===== config.mk =====
export PLATFORM = sky130hd
export DESIGN_NAME = spi_servo_cmd
export DESIGN_NICKNAME = d
export VERILOG_FILES = /design/src/rtl/spi_servo_pkg.sv /design/src/rtl/spi_servo_cmd_sync_edge.sv /design/src/rtl/spi_servo_cmd.sv
export SDC_FILE = /design/constraint.sdc
export NUM_CORES = 1
export LEC_CHECK = 0
export CORE_ASPECT_RATIO = 0.9
export CORE_MARGIN = 2
export CORE_UTILIZATION = 43
export DETAILED_ROUTE_END_ITERATION = 7
export PLACE_DENSITY = 0.63
export SLEW_MARGIN = 20
export SYNTH_ARGS = -nofsm -noshare
export SYNTH_HDL_FRONTEND = slang
export SYNTH_HIERARCHICAL = 1
export SYNTH_SLANG_ARGS = --single-unit

===== constraint.sdc =====
create_clock -name clock_i -period 6.6 [get_ports clock_i]
set_input_delay 1.32 -clock clock_i [delete_from_list [all_inputs] [get_ports clock_i]]
set_output_delay 1.32 -clock clock_i [all_outputs]
set_load 0.02 [all_outputs]

===== src/rtl/spi_servo_pkg.sv =====
// Shared constants, FSM state type and address check for the SPI servo command receiver.
package spi_servo_pkg;

  localparam int unsigned FRAME_BITS     = 16;
  localparam int unsigned BYTE_BITS      = 8;
  localparam logic [7:0]  STATUS_BYTE    = 8'hA5;
  localparam int unsigned ADDR_VALID_MSB = 7;

  typedef enum logic [1:0] {
    IDLE,
    ADDR,
    DATA,
    DRAIN
  } state_e;

  function automatic logic addr_ok(input logic [7:0] addr, input int unsigned num_ch);
    return !addr[ADDR_VALID_MSB] && (32'(addr[6:0]) < num_ch);
  endfunction

endpackage


===== src/rtl/spi_servo_cmd_sync_edge.sv =====
// Multi-stage synchroniser for one asynchronous input with registered rise/fall pulses.
module sync_edge #(
  parameter int unsigned STAGES    = 2,
  parameter logic        RESET_VAL = 1'b0
) (
  input  logic clk_i,
  input  logic rst_ni,
  input  logic d_i,
  output logic level_o,
  output logic rise_o,
  output logic fall_o
);

  logic [STAGES-1:0] sync_q, sync_d;
  logic              prev_q, prev_d;

  always_comb begin
    sync_d = {sync_q[STAGES-2:0], d_i};
    prev_d = sync_q[STAGES-1];
  end

  always_ff @(posedge clk_i or negedge rst_ni) begin
    if (!rst_ni) begin
      sync_q <= {STAGES{RESET_VAL}};
      prev_q <= RESET_VAL;
    end else begin
      sync_q <= sync_d;
      prev_q <= prev_d;
    end
  end

  always_comb begin
    level_o = sync_q[STAGES-1];
    rise_o  = sync_q[STAGES-1] & ~prev_q;
    fall_o  = ~sync_q[STAGES-1] & prev_q;
  end

endmodule


===== src/rtl/spi_servo_cmd.sv =====
// SPI mode-0 slave decoding 2-byte (channel, position) frames into per-channel servo
// position registers, echoing status and the addressed channel's position on MISO.
module spi_servo_cmd
  import spi_servo_pkg::*;
#(
  parameter int unsigned NUM_CH      = 8,
  parameter logic [7:0]  DEFAULT_POS = 8'd128,
  parameter int unsigned SYNC_STAGES = 2
) (
  input  logic                  clock_i,
  input  logic                  reset_ni,
  input  logic                  sclk_i,
  input  logic                  cs_ni,
  input  logic                  mosi_i,
  output logic                  miso_o,
  output logic [NUM_CH*8-1:0]   pos_o,
  output logic [NUM_CH-1:0]     update_o,
  output logic                  frame_err_o
);

  logic sclk_level_unused, sclk_rise, sclk_fall;
  logic cs_lvl, cs_rise, cs_fall;
  logic mosi_lvl, mosi_rise_unused, mosi_fall_unused;

  sync_edge #(.STAGES(SYNC_STAGES), .RESET_VAL(1'b0)) u_sync_sclk (
    .clk_i(clock_i), .rst_ni(reset_ni), .d_i(sclk_i),
    .level_o(sclk_level_unused), .rise_o(sclk_rise), .fall_o(sclk_fall)
  );

  // cs resets to "asserted" so a bus left low across reset never yields a fall;
  // a new frame is only accepted after cs has been seen high.
  sync_edge #(.STAGES(SYNC_STAGES), .RESET_VAL(1'b0)) u_sync_cs (
    .clk_i(clock_i), .rst_ni(reset_ni), .d_i(cs_ni),
    .level_o(cs_lvl), .rise_o(cs_rise), .fall_o(cs_fall)
  );

  sync_edge #(.STAGES(SYNC_STAGES), .RESET_VAL(1'b0)) u_sync_mosi (
    .clk_i(clock_i), .rst_ni(reset_ni), .d_i(mosi_i),
    .level_o(mosi_lvl), .rise_o(mosi_rise_unused), .fall_o(mosi_fall_unused)
  );

  state_e            state_q, state_d;
  logic [4:0]        cnt_q, cnt_d;
  logic [7:0]        rx_q, rx_d;
  logic [7:0]        tx_q, tx_d;
  logic [7:0]        addr_q, addr_d;
  logic [7:0]        rd_q, rd_d;
  logic [7:0]        pos_q [NUM_CH];
  logic [7:0]        pos_d [NUM_CH];
  logic [NUM_CH-1:0] upd_q, upd_d;
  logic              err_q, err_d;

  logic [7:0] rx_shift;
  logic [7:0] rd_sel;

  always_ff @(posedge clock_i or negedge reset_ni) begin
    if (!reset_ni) state_q <= IDLE;
    else           state_q <= state_d;
  end

  always_comb begin
    state_d = state_q;
    if (cs_rise) begin
      state_d = IDLE;
    end else begin
      unique case (state_q)
        IDLE:  if (cs_fall) state_d = ADDR;
        ADDR:  if (sclk_rise && cnt_q == 5'(BYTE_BITS - 1)) state_d = DATA;
        DATA:  if (sclk_rise && cnt_q == 5'(FRAME_BITS - 1)) state_d = DRAIN;
        DRAIN: state_d = DRAIN;
        default: state_d = IDLE;
      endcase
    end
  end

  always_comb begin
    rx_shift = {rx_q[6:0], mosi_lvl};
    rd_sel   = '0;
    for (int unsigned k = 0; k < NUM_CH; k++) begin
      if (addr_ok(rx_shift, NUM_CH) && rx_shift[6:0] == 7'(k)) rd_sel = pos_q[k];
    end
  end

  always_comb begin
    cnt_d  = cnt_q;
    rx_d   = rx_q;
    tx_d   = tx_q;
    addr_d = addr_q;
    rd_d   = rd_q;
    pos_d  = pos_q;
    upd_d  = '0;
    err_d  = 1'b0;
    if (cs_rise) begin
      if ((state_q == ADDR || state_q == DATA) && cnt_q != '0) err_d = 1'b1;
    end else begin
      unique case (state_q)
        IDLE: begin
          if (cs_fall) begin
            cnt_d = '0;
            rx_d  = '0;
            tx_d  = STATUS_BYTE;
          end
        end
        ADDR, DATA: begin
          if (sclk_rise) begin
            rx_d  = rx_shift;
            cnt_d = cnt_q + 5'd1;
            if (state_q == ADDR && cnt_q == 5'(BYTE_BITS - 1)) begin
              addr_d = rx_shift;
              rd_d   = rd_sel;
            end
            if (state_q == DATA && cnt_q == 5'(FRAME_BITS - 1)) begin
              if (addr_ok(addr_q, NUM_CH)) begin
                for (int unsigned k = 0; k < NUM_CH; k++) begin
                  if (addr_q[6:0] == 7'(k)) begin
                    pos_d[k] = rx_shift;
                    upd_d[k] = 1'b1;
                  end
                end
              end else begin
                err_d = 1'b1;
              end
            end
          end else if (sclk_fall) begin
            // The fall after the 8th rise presents the echo byte's MSB instead of shifting.
            if (cnt_q == 5'(BYTE_BITS)) tx_d = rd_q;
            else                        tx_d = {tx_q[6:0], 1'b0};
          end
        end
        default: ;
      endcase
    end
  end

  always_ff @(posedge clock_i or negedge reset_ni) begin
    if (!reset_ni) begin
      cnt_q  <= '0;
      rx_q   <= '0;
      tx_q   <= '0;
      addr_q <= '0;
      rd_q   <= '0;
      upd_q  <= '0;
      err_q  <= 1'b0;
      for (int unsigned k = 0; k < NUM_CH; k++) pos_q[k] <= DEFAULT_POS;
    end else begin
      cnt_q  <= cnt_d;
      rx_q   <= rx_d;
      tx_q   <= tx_d;
      addr_q <= addr_d;
      rd_q   <= rd_d;
      upd_q  <= upd_d;
      err_q  <= err_d;
      pos_q  <= pos_d;
    end
  end

  always_comb begin
    miso_o = 1'b0;
    if ((state_q == ADDR || state_q == DATA) && !cs_lvl) miso_o = tx_q[7];
  end

  always_comb begin
    pos_o = '0;
    for (int unsigned k = 0; k < NUM_CH; k++) pos_o[8*k +: 8] = pos_q[k];
    update_o    = upd_q;
    frame_err_o = err_q;
  end

endmodule

* After elaboration in Yosys (flattened, before gate mapping)
Index checks and enable logic that the tools add are counted.
** Cells by class
- Add/sub/neg operators :: 1
- Magnitude comparators :: 2
- Equal/unequal tests :: 27
- Multiplexer cells :: 44
- Bitwise operators :: 9
- Reduce and logical (&&, ||, !) cells :: 38
** Operator list (number)
- 8-bit two-way mux :: 17
- 7-bit by 3-bit equality test with 1-bit output (second input constant) :: 8
- 6-bit AND reduction :: 8
- 7-bit by 2-bit equality test with 1-bit output (second input constant) :: 4
- 1-bit logical AND :: 16
- 8-bit one-hot mux with 2 select lines :: 1
- 1-bit two-way mux :: 15
- 7-bit by 1-bit equality test with 1-bit output (second input constant) :: 2
- 7-bit logical NOT :: 2
- 7-bit by 4-bit less-than comparator with 1-bit output (second input constant) :: 2
- 7-bit two-way mux :: 2
- 7-bit one-hot mux with 2 select lines :: 1
- 5-bit by 4-bit equality test with 1-bit output (second input constant) :: 2
- 5-bit two-way mux :: 2
- 5-bit one-hot mux with 2 select lines :: 1
- 3-bit inequality test (second input constant) :: 3
- 2-bit two-way mux :: 4
- 2-bit inequality test (second input constant) :: 4
- 2-bit one-hot mux with 4 select lines :: 1
- 4-bit AND reduction :: 2
- 5-bit by 1-bit adder with 5-bit output (second input constant) :: 1
- 5-bit by 3-bit equality test with 1-bit output (second input constant) :: 1
- 1-bit NOT :: 5
- 5-bit AND reduction :: 1
- other kinds (10) :: 16
** Storage, ports and cells
- Register bits after elaboration :: 119
- Bits of input ports :: 5
- Output and inout port bits :: 74

* Depth between registers and ports, before layout
- Depth in word-level cells :: 11
- Mapped depth :: 8

* Modules after synthesis
Netlist, hierarchy kept.
** Modules (own cells, without submodules)
- spi_servo_cmd :: instances 1, cells an instance 449, area each 5245.0 um2, seq. area each 2787.7 um2
- sync_edge :: instances 3, cells an instance 5, area each 90.1 um2, seq. area each 75.1 um2

* Worst setup path after synthesis
Ideal clock, no wire load.
- Kind :: reg-to-output
- From :: reg state_q[0]
- To :: out miso_o
- Data arrival time :: 1405 ps
- Required time :: 5280 ps
- Path slack :: 3875 ps
- Stages on the path, launching flop included :: 5
- Path through :: dfrtp_1 -> inv_1 -> ha_1 -> inv_1 -> nor3b_1
** Between the ends
- Word-level cells in the longest chain between the ends :: 4
- Elaborated cells between the ends (all ways) :: 5
- Classes of those cells :: eq/ne (2); mux (1); reduce/logical (2)
** Ends and longest elaborated chain
- from (decl) :: RTL line spi_servo_cmd.sv:42 : state_e state_q, state_d;
- from (signal assigned) :: RTL line spi_servo_cmd.sv:58 : else state_q <= state_d;
- 2-bit by 1-bit equality test with 1-bit output or 2-bit equality test (tied branches) :: RTL line spi_servo_cmd.sv:159 : if ((state_q == ADDR || state_q == DATA) && !cs_lvl) miso_o = tx_q[7];
- 1-bit logical OR (*) :: RTL line spi_servo_cmd.sv:159
- 1-bit logical AND (*) :: RTL line spi_servo_cmd.sv:159
- 1-bit two-way mux (*) :: RTL line spi_servo_cmd.sv:159
- to (decl) :: RTL line spi_servo_cmd.sv:15 : output logic miso_o,
Mark *: on every way between the ends. The rest lies on a longest branch, timed or not.

* Final worst setup path
Same ends and word-level chain as after synthesis.

==> metrics <==
status completed; RSZ-0062 raised after global routing no; PwrDens 321 mW/mm2; synthesized cell area 0.00548 mm2; Setup crit start kind flip-flop; die width 123 um; Synth Net Count 474; I/O pins 79; worst setup path category flip-flop to primary output; Syn Area/Cell 11.9 um2; routed wire length 13700 um; CP Max Fanout 13; first-pass GRT wire length 22100 um; Top Metal Used met4; Final min period 3.96 ns; clock latency on the worst-skew pair 0.42 ns; TritonCTS buffer count 17; input/output buffers 78; worst slew pin tran 0.960 ns; Post-CTS Setup Bufs 0; ANT nets after route 0; Via density 5.55; Area growth, synth to finish 27.9%; Core ar. 0.0125 mm2; Slew Limit Headroom 36.0%; remaining global-route overflow 0; layout cells sized above 1 21.7%; gpl congestion 0.779; Worst Clk Skew 0.00725 ns; max-cap viol count 0; final core occ 55.9%; DRT met1 WL 6360 um; leakage power 3.11 nW; HPWL after DPL 8920 um; Reg clk slew, reported paths 0.05 ns; fin nets 545; PostCTS Resize Cnt 0; row count 39; initial core utilization 43.7%; worst hold path type flip-flop to flip-flop; CTS sink cnt 119; routed via count 3932; cell count after synthesis 461; Root Driver clkbuf_16; reg2reg path depth 6; final hold vios 0; die footprint 0.0137 mm2; vias in the first global route 3943; Avg WL per Cell 19.3 um; TritonCTS clock tree done; Final Cell Area 0.00700 mm2; critical path required time 5.28 ns; Setup TNS Final 0 ns; Fmax 253 MHz; YS warnings 6; Setup Viol. Count Final 0; DRC errors left 0; largest net degree at the start of global routing 77; Slew Limit Fails 0; Tcrit/Tclk final 59.9%; crit path DAT 2.64 ns; met3 routed WL 625 um; Die Y-Extent 111 um; GRT Overall Usage 21.5%; ANT cells 0; initial antenna violation count 0; WL met2 6410 um; crit end category primary output; Starting DRT DRC Count 278; drt pass-1 iters 5; H-Tree Depth 4; peak supply drop 0.168 mV; Placed Area 0.00638 mm2; CTS max path bufs 2; cell depth of the worst hold path 0; cts hold-fix bufs 0
-- stage by stage --
stage	std cells	total power, mW	worst slack, ns	hold WS [ns]
2_1_floorplan	461	1.14	3.87	0.331
3_3_place_gp	677	1.27	3.17	0.333
3_5_place_dp	677	1.28	3.08	0.342
4_1_cts	708	2.25	2.64	0.350
5_1_grt	708	2.35	2.39	0.357
6_report	708	2.25	2.64	0.349
-- worst max-delay path, cell delays in order (launching register included) --
cell and delay, ns:
dfrtp_1 0.39, inv_1 0.10, ha_1 0.58, inv_1 0.26, nor3b_1 0.24, clkdlybuf4s50_1 0.64
-- area by class of cell --
| class | count | area [um2] |
|---|---|---|
| fillers | 1018 | 5540 |
| flip-flops and latches | 119 | 2990 |
| multi-input cells | 292 | 2310 |
| repair buffers | 82 | 808 |
| clock buffers | 24 | 502 |
| well taps | 164 | 205 |
| clock inverters | 7 | 116 |
| inverters | 20 | 75.1 |
-- sequential cells by signal, indices dropped and copies added, names as in the netlist --
register	count
u_sync_cs/sync_q	2
update_o	8
rd_q	8
addr_q	8
u_sync_sclk/sync_q	2
rx_q	7
tx_q	8
pos_o	64
frame_err_o	1
cnt_q	5
u_sync_cs/prev_q	1
state_q	2
u_sync_mosi/sync_q	2
u_sync_sclk/prev_q	1
-- worst paths after layout --
kind                                           from                    end  slack, ns
worst min-delay path            u_sync_cs/sync_q[0]    u_sync_cs/sync_q[1]       0.35
max in group asynchronous                  reset_ni              pos_o[47]       4.40
worst min register to register  u_sync_cs/sync_q[0]    u_sync_cs/sync_q[1]       0.35
worst max register to register           state_q[0]              pos_o[17]       3.43
min in group asynchronous                  reset_ni  u_sync_sclk/sync_q[0]       1.04
worst max-delay path                     state_q[0]                 miso_o       2.64
-- metal layers --
layer  up-vias  GRT usage [%]
met5         -              0
met4         0           7.89
met3        25           4.42
met2       118           31.0
met1      1986           31.8
li1       1803              -
-- where the power goes --
group	internal [mW]	switching [mW]	total (mW)
combinational	0.157	0.273	0.430
clock	0.641	0.324	0.965
sequential	0.776	0.0748	0.851
total	1.57	0.671	2.25
-- placed cells by master, fill, tap and decap left out, types with 3 or more instances in the layout --
master and instances:
a211oi_1 6, a21oi_1 11, a221oi_1 6, a22o_1 9, a2bb2oi_1 5, and3_1 3
and3b_1 5, buf_4 5, bufinv_16 3, clkbuf_16 17, clkbuf_8 5, clkdlybuf4s50_1 77
dfrtp_1 111, dfstp_2 8, ha_1 8, inv_1 20, mux2_2 60, mux2i_1 27
nand2_1 35, nand3_1 5, nand3b_1 3, nand4_1 3, nor2_1 19, nor2_2 3
nor2b_1 7, nor3_1 3, o21ai_0 15, o221ai_1 5, o22ai_1 8, o2bb2ai_1 6
or2_2 6, or3_1 6, or4_1 4
Power figures use the tool's default switching activity.
